File: src/rtl/mem_access_unit_if.sv
// Bundle of the memory-access unit's datapath, control and RAM-side signals.
// Handshake: start_read/start_write are single-cycle requests that are only
// accepted while the unit is idle (busy and done both low); once accepted,
// mem_rd/mem_wr stay high with stable mem_addr/mem_wdata until mem_ready is
// sampled high in the access phase (or the timeout expires), after which done
// pulses for exactly one cycle, coincident with err on a timeout.
interface mem_access_unit_if #(
  parameter int DATA_W = 32,
  parameter int ADDR_W = 9
);
  logic [DATA_W-1:0] bus_in;
  logic              MAR_enable;
  logic              MDR_enable;
  logic              start_read;
  logic              start_write;
  logic [DATA_W-1:0] mem_rdata;
  logic              mem_ready;
  logic [ADDR_W-1:0] mem_addr;
  logic [DATA_W-1:0] mem_wdata;
  logic              mem_rd;
  logic              mem_wr;
  logic [DATA_W-1:0] MAR_data_out;
  logic [DATA_W-1:0] MDR_data_out;
  logic              busy;
  logic              done;
  logic              err;
  logic [1:0]        state_dbg;

  // The unit itself
  modport slave (
    input  bus_in, MAR_enable, MDR_enable, start_read, start_write,
    input  mem_rdata, mem_ready,
    output mem_addr, mem_wdata, mem_rd, mem_wr,
    output MAR_data_out, MDR_data_out, busy, done, err, state_dbg
  );

  // Control unit / RAM side driving the unit
  modport master (
    output bus_in, MAR_enable, MDR_enable, start_read, start_write,
    output mem_rdata, mem_ready,
    input  mem_addr, mem_wdata, mem_rd, mem_wr,
    input  MAR_data_out, MDR_data_out, busy, done, err, state_dbg
  );
endinterface

File: src/rtl/mem_access_unit.sv
// Memory-access unit: owns MAR/MDR and runs one multi-cycle read or write to
// a synchronous RAM with fixed wait states, ready-based completion and a
// timeout. All outputs are registered.
module mem_access_unit #(
  parameter int DATA_W      = 32,
  parameter int ADDR_W      = 9,
  parameter int WAIT_STATES = 1,
  parameter int TIMEOUT     = 16
) (
  input  logic           clock,
  input  logic           clear,
  mem_access_unit_if.slave bus
);

  typedef enum logic [1:0] {
    S_IDLE   = 2'd0,
    S_WAIT   = 2'd1,
    S_ACCESS = 2'd2,
    S_DONE   = 2'd3
  } state_t;

  // Wait counter preload: last wait cycle index; unused when WAIT_STATES is 0.
  localparam logic [3:0] WAIT_LAST = 4'((WAIT_STATES == 0) ? 0 : WAIT_STATES - 1);
  // Timeout fires on the edge where the miss count would reach TIMEOUT.
  localparam logic [7:0] TO_LAST   = 8'(TIMEOUT - 1);

  state_t            state_q, state_d;
  logic              op_wr_q, op_wr_d;
  logic              rd_q, rd_d;
  logic              wr_q, wr_d;
  logic              busy_q, busy_d;
  logic              done_q, done_d;
  logic              err_q, err_d;
  logic              timeout_hit;
  logic [3:0]        wcnt_q, wcnt_d;
  logic [7:0]        tcnt_q, tcnt_d;
  logic [DATA_W-1:0] mar_q, mar_d;
  logic [DATA_W-1:0] mdr_q, mdr_d;
  logic [ADDR_W-1:0] addr_q, addr_d;
  logic [DATA_W-1:0] wdata_q, wdata_d;
  logic              start_any;

  assign start_any = bus.start_read | bus.start_write;

  // Next-state logic: idle -> (wait) -> access -> done -> idle.
  always_comb begin
    state_d     = state_q;
    timeout_hit = 1'b0;
    case (state_q)
      S_IDLE: begin
        if (start_any) state_d = (WAIT_STATES == 0) ? S_ACCESS : S_WAIT;
      end
      S_WAIT: begin
        if (wcnt_q == 4'd0) state_d = S_ACCESS;
      end
      S_ACCESS: begin
        if (bus.mem_ready) begin
          state_d = S_DONE;
        end else if (tcnt_q == TO_LAST) begin
          state_d     = S_DONE;
          timeout_hit = 1'b1;
        end
      end
      S_DONE:  state_d = S_IDLE;
      default: state_d = S_IDLE;
    endcase
  end

  // Output next-values, derived from the next state so they register cleanly.
  always_comb begin
    op_wr_d = op_wr_q;
    // Read wins when both starts arrive together.
    if (state_q == S_IDLE && start_any) op_wr_d = bus.start_write & ~bus.start_read;
    busy_d = (state_d == S_WAIT) || (state_d == S_ACCESS);
    rd_d   = busy_d & ~op_wr_d;
    wr_d   = busy_d & op_wr_d;
    done_d = (state_d == S_DONE);
    err_d  = timeout_hit;
  end

  // Datapath next-values: MAR/MDR loads, access latching, counters.
  always_comb begin
    mar_d   = mar_q;
    mdr_d   = mdr_q;
    addr_d  = addr_q;
    wdata_d = wdata_q;
    wcnt_d  = wcnt_q;
    tcnt_d  = tcnt_q;
    case (state_q)
      S_IDLE: begin
        if (bus.MAR_enable) mar_d = bus.bus_in;
        if (bus.MDR_enable) mdr_d = bus.bus_in;
        if (start_any) begin
          // Forwarded values: a coincident load is what the access uses.
          addr_d  = mar_d[ADDR_W-1:0];
          wdata_d = mdr_d;
          wcnt_d  = WAIT_LAST;
          tcnt_d  = 8'd0;
        end
      end
      S_WAIT: begin
        if (wcnt_q != 4'd0) wcnt_d = wcnt_q - 4'd1;
      end
      S_ACCESS: begin
        if (bus.mem_ready) begin
          if (!op_wr_q) mdr_d = bus.mem_rdata;
        end else begin
          tcnt_d = tcnt_q + 8'd1;
        end
      end
      default: ;
    endcase
  end

  // State and strobe registers.
  always_ff @(posedge clock or negedge clear) begin
    if (!clear) begin
      state_q <= S_IDLE;
      op_wr_q <= 1'b0;
      rd_q    <= 1'b0;
      wr_q    <= 1'b0;
      busy_q  <= 1'b0;
      done_q  <= 1'b0;
      err_q   <= 1'b0;
    end else begin
      state_q <= state_d;
      op_wr_q <= op_wr_d;
      rd_q    <= rd_d;
      wr_q    <= wr_d;
      busy_q  <= busy_d;
      done_q  <= done_d;
      err_q   <= err_d;
    end
  end

  // Datapath registers.
  always_ff @(posedge clock or negedge clear) begin
    if (!clear) begin
      mar_q   <= '0;
      mdr_q   <= '0;
      addr_q  <= '0;
      wdata_q <= '0;
      wcnt_q  <= '0;
      tcnt_q  <= '0;
    end else begin
      mar_q   <= mar_d;
      mdr_q   <= mdr_d;
      addr_q  <= addr_d;
      wdata_q <= wdata_d;
      wcnt_q  <= wcnt_d;
      tcnt_q  <= tcnt_d;
    end
  end

  assign bus.mem_addr     = addr_q;
  assign bus.mem_wdata    = wdata_q;
  assign bus.mem_rd       = rd_q;
  assign bus.mem_wr       = wr_q;
  assign bus.MAR_data_out = mar_q;
  assign bus.MDR_data_out = mdr_q;
  assign bus.busy         = busy_q;
  assign bus.done         = done_q;
  assign bus.err          = err_q;
  assign bus.state_dbg    = state_q;

endmodule

File: src/flat_wrapper.sv
// flat-port wrapper written by rule: the top's interface ports become plain ports
module mem_access_unit_flat 
#(
  parameter int DATA_W      = 32,
  parameter int ADDR_W      = 9,
  parameter int WAIT_STATES = 1,
  parameter int TIMEOUT     = 16
)
  (clock, clear, bus_bus_in, bus_MAR_enable, bus_MDR_enable, bus_start_read, bus_start_write, bus_mem_rdata, bus_mem_ready, bus_mem_addr, bus_mem_wdata, bus_mem_rd, bus_mem_wr, bus_MAR_data_out, bus_MDR_data_out, bus_busy, bus_done, bus_err, bus_state_dbg);
  mem_access_unit_if #(.DATA_W(DATA_W), .ADDR_W(ADDR_W)) bus_i ();
  input  logic clock;
  input  logic clear;
  input wire logic [$bits(bus_i.bus_in)-1:0] bus_bus_in;
  input wire logic [$bits(bus_i.MAR_enable)-1:0] bus_MAR_enable;
  input wire logic [$bits(bus_i.MDR_enable)-1:0] bus_MDR_enable;
  input wire logic [$bits(bus_i.start_read)-1:0] bus_start_read;
  input wire logic [$bits(bus_i.start_write)-1:0] bus_start_write;
  input wire logic [$bits(bus_i.mem_rdata)-1:0] bus_mem_rdata;
  input wire logic [$bits(bus_i.mem_ready)-1:0] bus_mem_ready;
  output wire logic [$bits(bus_i.mem_addr)-1:0] bus_mem_addr;
  output wire logic [$bits(bus_i.mem_wdata)-1:0] bus_mem_wdata;
  output wire logic [$bits(bus_i.mem_rd)-1:0] bus_mem_rd;
  output wire logic [$bits(bus_i.mem_wr)-1:0] bus_mem_wr;
  output wire logic [$bits(bus_i.MAR_data_out)-1:0] bus_MAR_data_out;
  output wire logic [$bits(bus_i.MDR_data_out)-1:0] bus_MDR_data_out;
  output wire logic [$bits(bus_i.busy)-1:0] bus_busy;
  output wire logic [$bits(bus_i.done)-1:0] bus_done;
  output wire logic [$bits(bus_i.err)-1:0] bus_err;
  output wire logic [$bits(bus_i.state_dbg)-1:0] bus_state_dbg;
  assign bus_i.bus_in = bus_bus_in;
  assign bus_i.MAR_enable = bus_MAR_enable;
  assign bus_i.MDR_enable = bus_MDR_enable;
  assign bus_i.start_read = bus_start_read;
  assign bus_i.start_write = bus_start_write;
  assign bus_i.mem_rdata = bus_mem_rdata;
  assign bus_i.mem_ready = bus_mem_ready;
  assign bus_mem_addr = bus_i.mem_addr;
  assign bus_mem_wdata = bus_i.mem_wdata;
  assign bus_mem_rd = bus_i.mem_rd;
  assign bus_mem_wr = bus_i.mem_wr;
  assign bus_MAR_data_out = bus_i.MAR_data_out;
  assign bus_MDR_data_out = bus_i.MDR_data_out;
  assign bus_busy = bus_i.busy;
  assign bus_done = bus_i.done;
  assign bus_err = bus_i.err;
  assign bus_state_dbg = bus_i.state_dbg;
  mem_access_unit #(.DATA_W(DATA_W), .ADDR_W(ADDR_W), .WAIT_STATES(WAIT_STATES), .TIMEOUT(TIMEOUT)) u_core (.clock(clock), .clear(clear), .bus(bus_i));
endmodule
File: config.mk
export PLATFORM = sky130hd
export DESIGN_NAME = mem_access_unit_flat
export DESIGN_NICKNAME = d
export VERILOG_FILES = /design/src/rtl/mem_access_unit_if.sv /design/src/rtl/mem_access_unit.sv /design/src/flat_wrapper.sv
export SDC_FILE = /design/constraint.sdc
export NUM_CORES = 1
export LEC_CHECK = 0
export ABC_AREA = 1
export CAP_MARGIN = 25
export CORE_MARGIN = 2
export CORE_UTILIZATION = 35
export DETAILED_ROUTE_END_ITERATION = 8
export HOLD_SLACK_MARGIN = 0.06
export MAX_ROUTING_LAYER = met4
export PLACE_DENSITY_LB_ADDON = 0.15
export SLEW_MARGIN = 20
export SYNTH_ARGS = -nofsm -noshare
export SYNTH_HDL_FRONTEND = slang
export SYNTH_SLANG_ARGS = --single-unit
File: constraint.sdc
create_clock -name clock -period 4.7 [get_ports clock]
set_clock_uncertainty 0.2 [all_clocks]
set_input_delay 0.94 -clock clock [delete_from_list [all_inputs] [get_ports clock]]
set_output_delay 0.94 -clock clock [all_outputs]
set_load 0.01 [all_outputs]
==> impl_results.md <==
- Vias in the first global route: 4868
- Slew margin rel.: 0.445
- Pre-CTS setup slack: 1390 ps
- Final Hold Viols: 0
- Die Area: 17000 µm²
- CP Data Required Time: just under 5000 ps
- First-iteration detailed-routing DRC count: 176
- GRT overflow: 0
- Number of synthesized flops with an enable pin: 0
- Largest family of logic cells by synthesized area: simple AND/OR/NAND/NOR gates
- Clock sinks: 125
- Max-cap viol count: 0
- Clk buf depth: 2
- Fraction of layout cells with a size suffix above 1: 0.0840
- Inserted Clock Buffers: 17
- Htree depth: 4
- Ratio of final minimum period to clock period: 0.606
- Vias per cell: ~4.8
- Critical path peak fanout: 22
- Worst setup margin: around 1900 ps
- Netlist cell types: 26
- Number of synthesized register bits: 125
- Post-route minimum period: 2850 ps
- Pins Over Slew Limit: 0
- Die Ht: 130 µm
- Mapped Nets: between 600 and 700
- Synth Instances: about 620
- Hold WS: 219 ps
- Syn. warnings: 0
- Pwr/cell area: 711 nW/µm²
- Core area: 15800 µm²
- Dpl hpwl: 10800 µm
- Compound-Gate Fraction of Synth Area: 0.120
- Net Sw Frac: 0.357
- Via count: 4882
- CP arrival: ~3000 ps
- Kind of critical path: in2reg
- Synth Area in Adders: 0.00895
- CTS root buf: clkbuf_16
- Clock latency reported for the late side of the worst-skew pair: 410 ps
- Post-synthesis sequential area ratio: 0.559
- Mux share of post-synthesis cell area: 0.0604
- Sw Pwr: 2080 µW
- Synth Area in Simple Gates: 0.180
- Hold_buf cts: 0
- Detailed Route WL: between 15000 and 20000 µm
- Comb pwr share: 0.454
- Reg power frac: 0.320
- RSZ-0062 raised after global routing: false
- Tot GR Track Use: 0.199
- Port bufs: around 180
- Slew at the pin closest to its max-slew limit: between 800 and 900 ps
- F_max: 351 MHz
- FP Rows: 46
- GP Congestion: approximately 0.8
- Status: completed
- Syn_area_per_cell: 8.96 µm²
- Fin Setup TNS: 0 ps
- Top FF cell, synth: dfrtp_1
- I/O pins: 183
- Number of antenna diodes: 0
- Post-Synth XOR/XNOR Area: 0
- Initial antenna violation count: 0
- Crit path capture type: flip-flop
- Initial Util: 0.355
- TritonCTS clock tree: built
- Post-synthesis cell area: 5590 µm²
- Most frequent cells in the layout: 181 x nand2_1, 180 x clkdlybuf4s50_1, 125 x dfrtp_1, 71 x o21ai_0, 59 x nor2_1
- Largest net degree at the start of global routing: slightly above 100
- Post CTS Setup Buffer Count: 0
- Resized cells post-CTS: 0
- Drt drc: 0
- Worst vdd ir: 0.332 mV
- Drt wl/cell: 15.7 µm
- Fraction of registers with async set/reset: 1.00
- Die width: between 100 and 150 µm
- Lkg Pwr: roughly 0.0037 µW
- Area growth syn-to-layout: 46.4%
- Hold WC Path Type: in2async
- Reg clk slew, reported paths: 50 ps
- Leading cell type in the layout, fill and taps excluded: nand2_1
- Reg2Reg Depth: 4
- Antenna Nets Post-Route: 0
- First-pass GRT wire length: 25100 µm
- First-pass DRT Iterations: 5
- Internal power: ~3700 µW
- Setup violators final: 0
- Clk pwr share: 0.226
- NumNets Final: 874
- Element type at the critical path start: input port
[state kept, by name, summed over array words and instances (netlist names)]
name and cells:
u_core.wcnt_q 4, u_core.bus.MDR_data_out 32, u_core.bus.done 1, u_core.op_wr_q 1, u_core.bus.mem_wdata 32, u_core.bus.MAR_data_out 32, u_core.tcnt_q 8, u_core.bus.err 1
u_core.bus.mem_addr 9, u_core.bus.mem_rd 1, u_core.bus.mem_wr 1, u_core.bus.busy 1, u_core.bus.state_dbg 2
[Yosys cell counts (3+ instances only)]
cell / instances / share of area
nand3_1: 8 / 0.0072
buf_2: 12 / 0.011
nand4_1: 3 / 0.0034
a21oi_1: 8 / 0.0072
nand2_2: 3 / 0.0034
buf_4: 4 / 0.0054
clkbuf_1: 10 / 0.0067
buf_6: 7 / 0.014
inv_1: 49 / 0.033
mux2_2: 22 / 0.044
dfrtp_1: 125 / 0.56
nor2_1: 60 / 0.040
o22ai_1: 32 / 0.036
ha_1: 4 / 0.0089
mux2_1: 8 / 0.016
a31oi_1: 7 / 0.0078
o21ai_0: 71 / 0.064
nand2_1: 181 / 0.12
[final cells by class]
class,count,area (µm²)
clock buffer,22,474
clock inverter,8,115
fill,1470,7580
inverter,51,191
multi-input combinational,415,2090
sequential,125,3130
tap,216,270
timing repair buffer,189,1920
[power by group through the flow]
| stage | Clock [µW] | Combinational, µW | Sequential (µW) |
|---|---|---|---|
| floorplan | 0 | 1170 | 2040 |
| global placement | 0 | 2610 | 1870 |
| detailed placement | 0 | 2660 | 1880 |
| CTS | 1350 | 2670 | 1870 |
| global route | 1410 | 2910 | 1920 |
| finish | 1320 | 2640 | 1860 |
[cell families (layout without fill, tap and decap cells)]
kind of cell | Yosys count | in the layout
AND/OR/NAND/NOR | 258 | 258
AO/OA/AOI/OAI | 123 | 123
multiplexers | 30 | 30
flip-flops | 125 | 125
adder cells (fa/ha/maj) | 4 | 4
buffers and inverters | 84 | 270
[per-layer routing]
layer	vias up	routed length (µm)	share of wire	GRT usage
met2	151	7560	0.47	0.309
met5	-	0	0	-
met1	2330	7220	0.45	0.251
met4	0	303	0.019	0.0720
met3	22	1060	0.066	0.0537
li1	2379	-	-	-
[final timing paths]
kind	slack, ps	end	from
max	1850	u_core.bus.mem_wr	bus_start_write
min reg2reg	280	u_core.bus.mem_wdata[26]	u_core.bus.mem_wdata[26]
max reg2reg	2420	u_core.bus.mem_addr[5]	u_core.bus.state_dbg[0]
min	220	u_core.bus.mem_wr	clear
min in group clock	280	u_core.bus.mem_wdata[26]	u_core.bus.mem_wdata[26]
max in group asynchronous	3420	u_core.tcnt_q[7]	clear
[per-stage QoR]
stage	utilization	instances	area [µm²]	power, µW
2_1_floorplan	-	624	5590	3210
3_3_place_gp	0.477	993	7520	4480
3_5_place_dp	0.477	993	7520	4530
4_1_cts	0.514	1023	8110	5890
5_1_grt	0.519	1026	8190	6230
6_report	0.519	1026	8190	5830
[worst max-delay path, stage by stage]
cell,delay (ps)
clkdlybuf4s50_1,470
o21ai_4,570
nand2_1,180
inv_1,140
nand2_1,80
ha_1,300
inv_1,60
a211oi_1,210
Note: power is estimated with default switching activity, not from simulation.
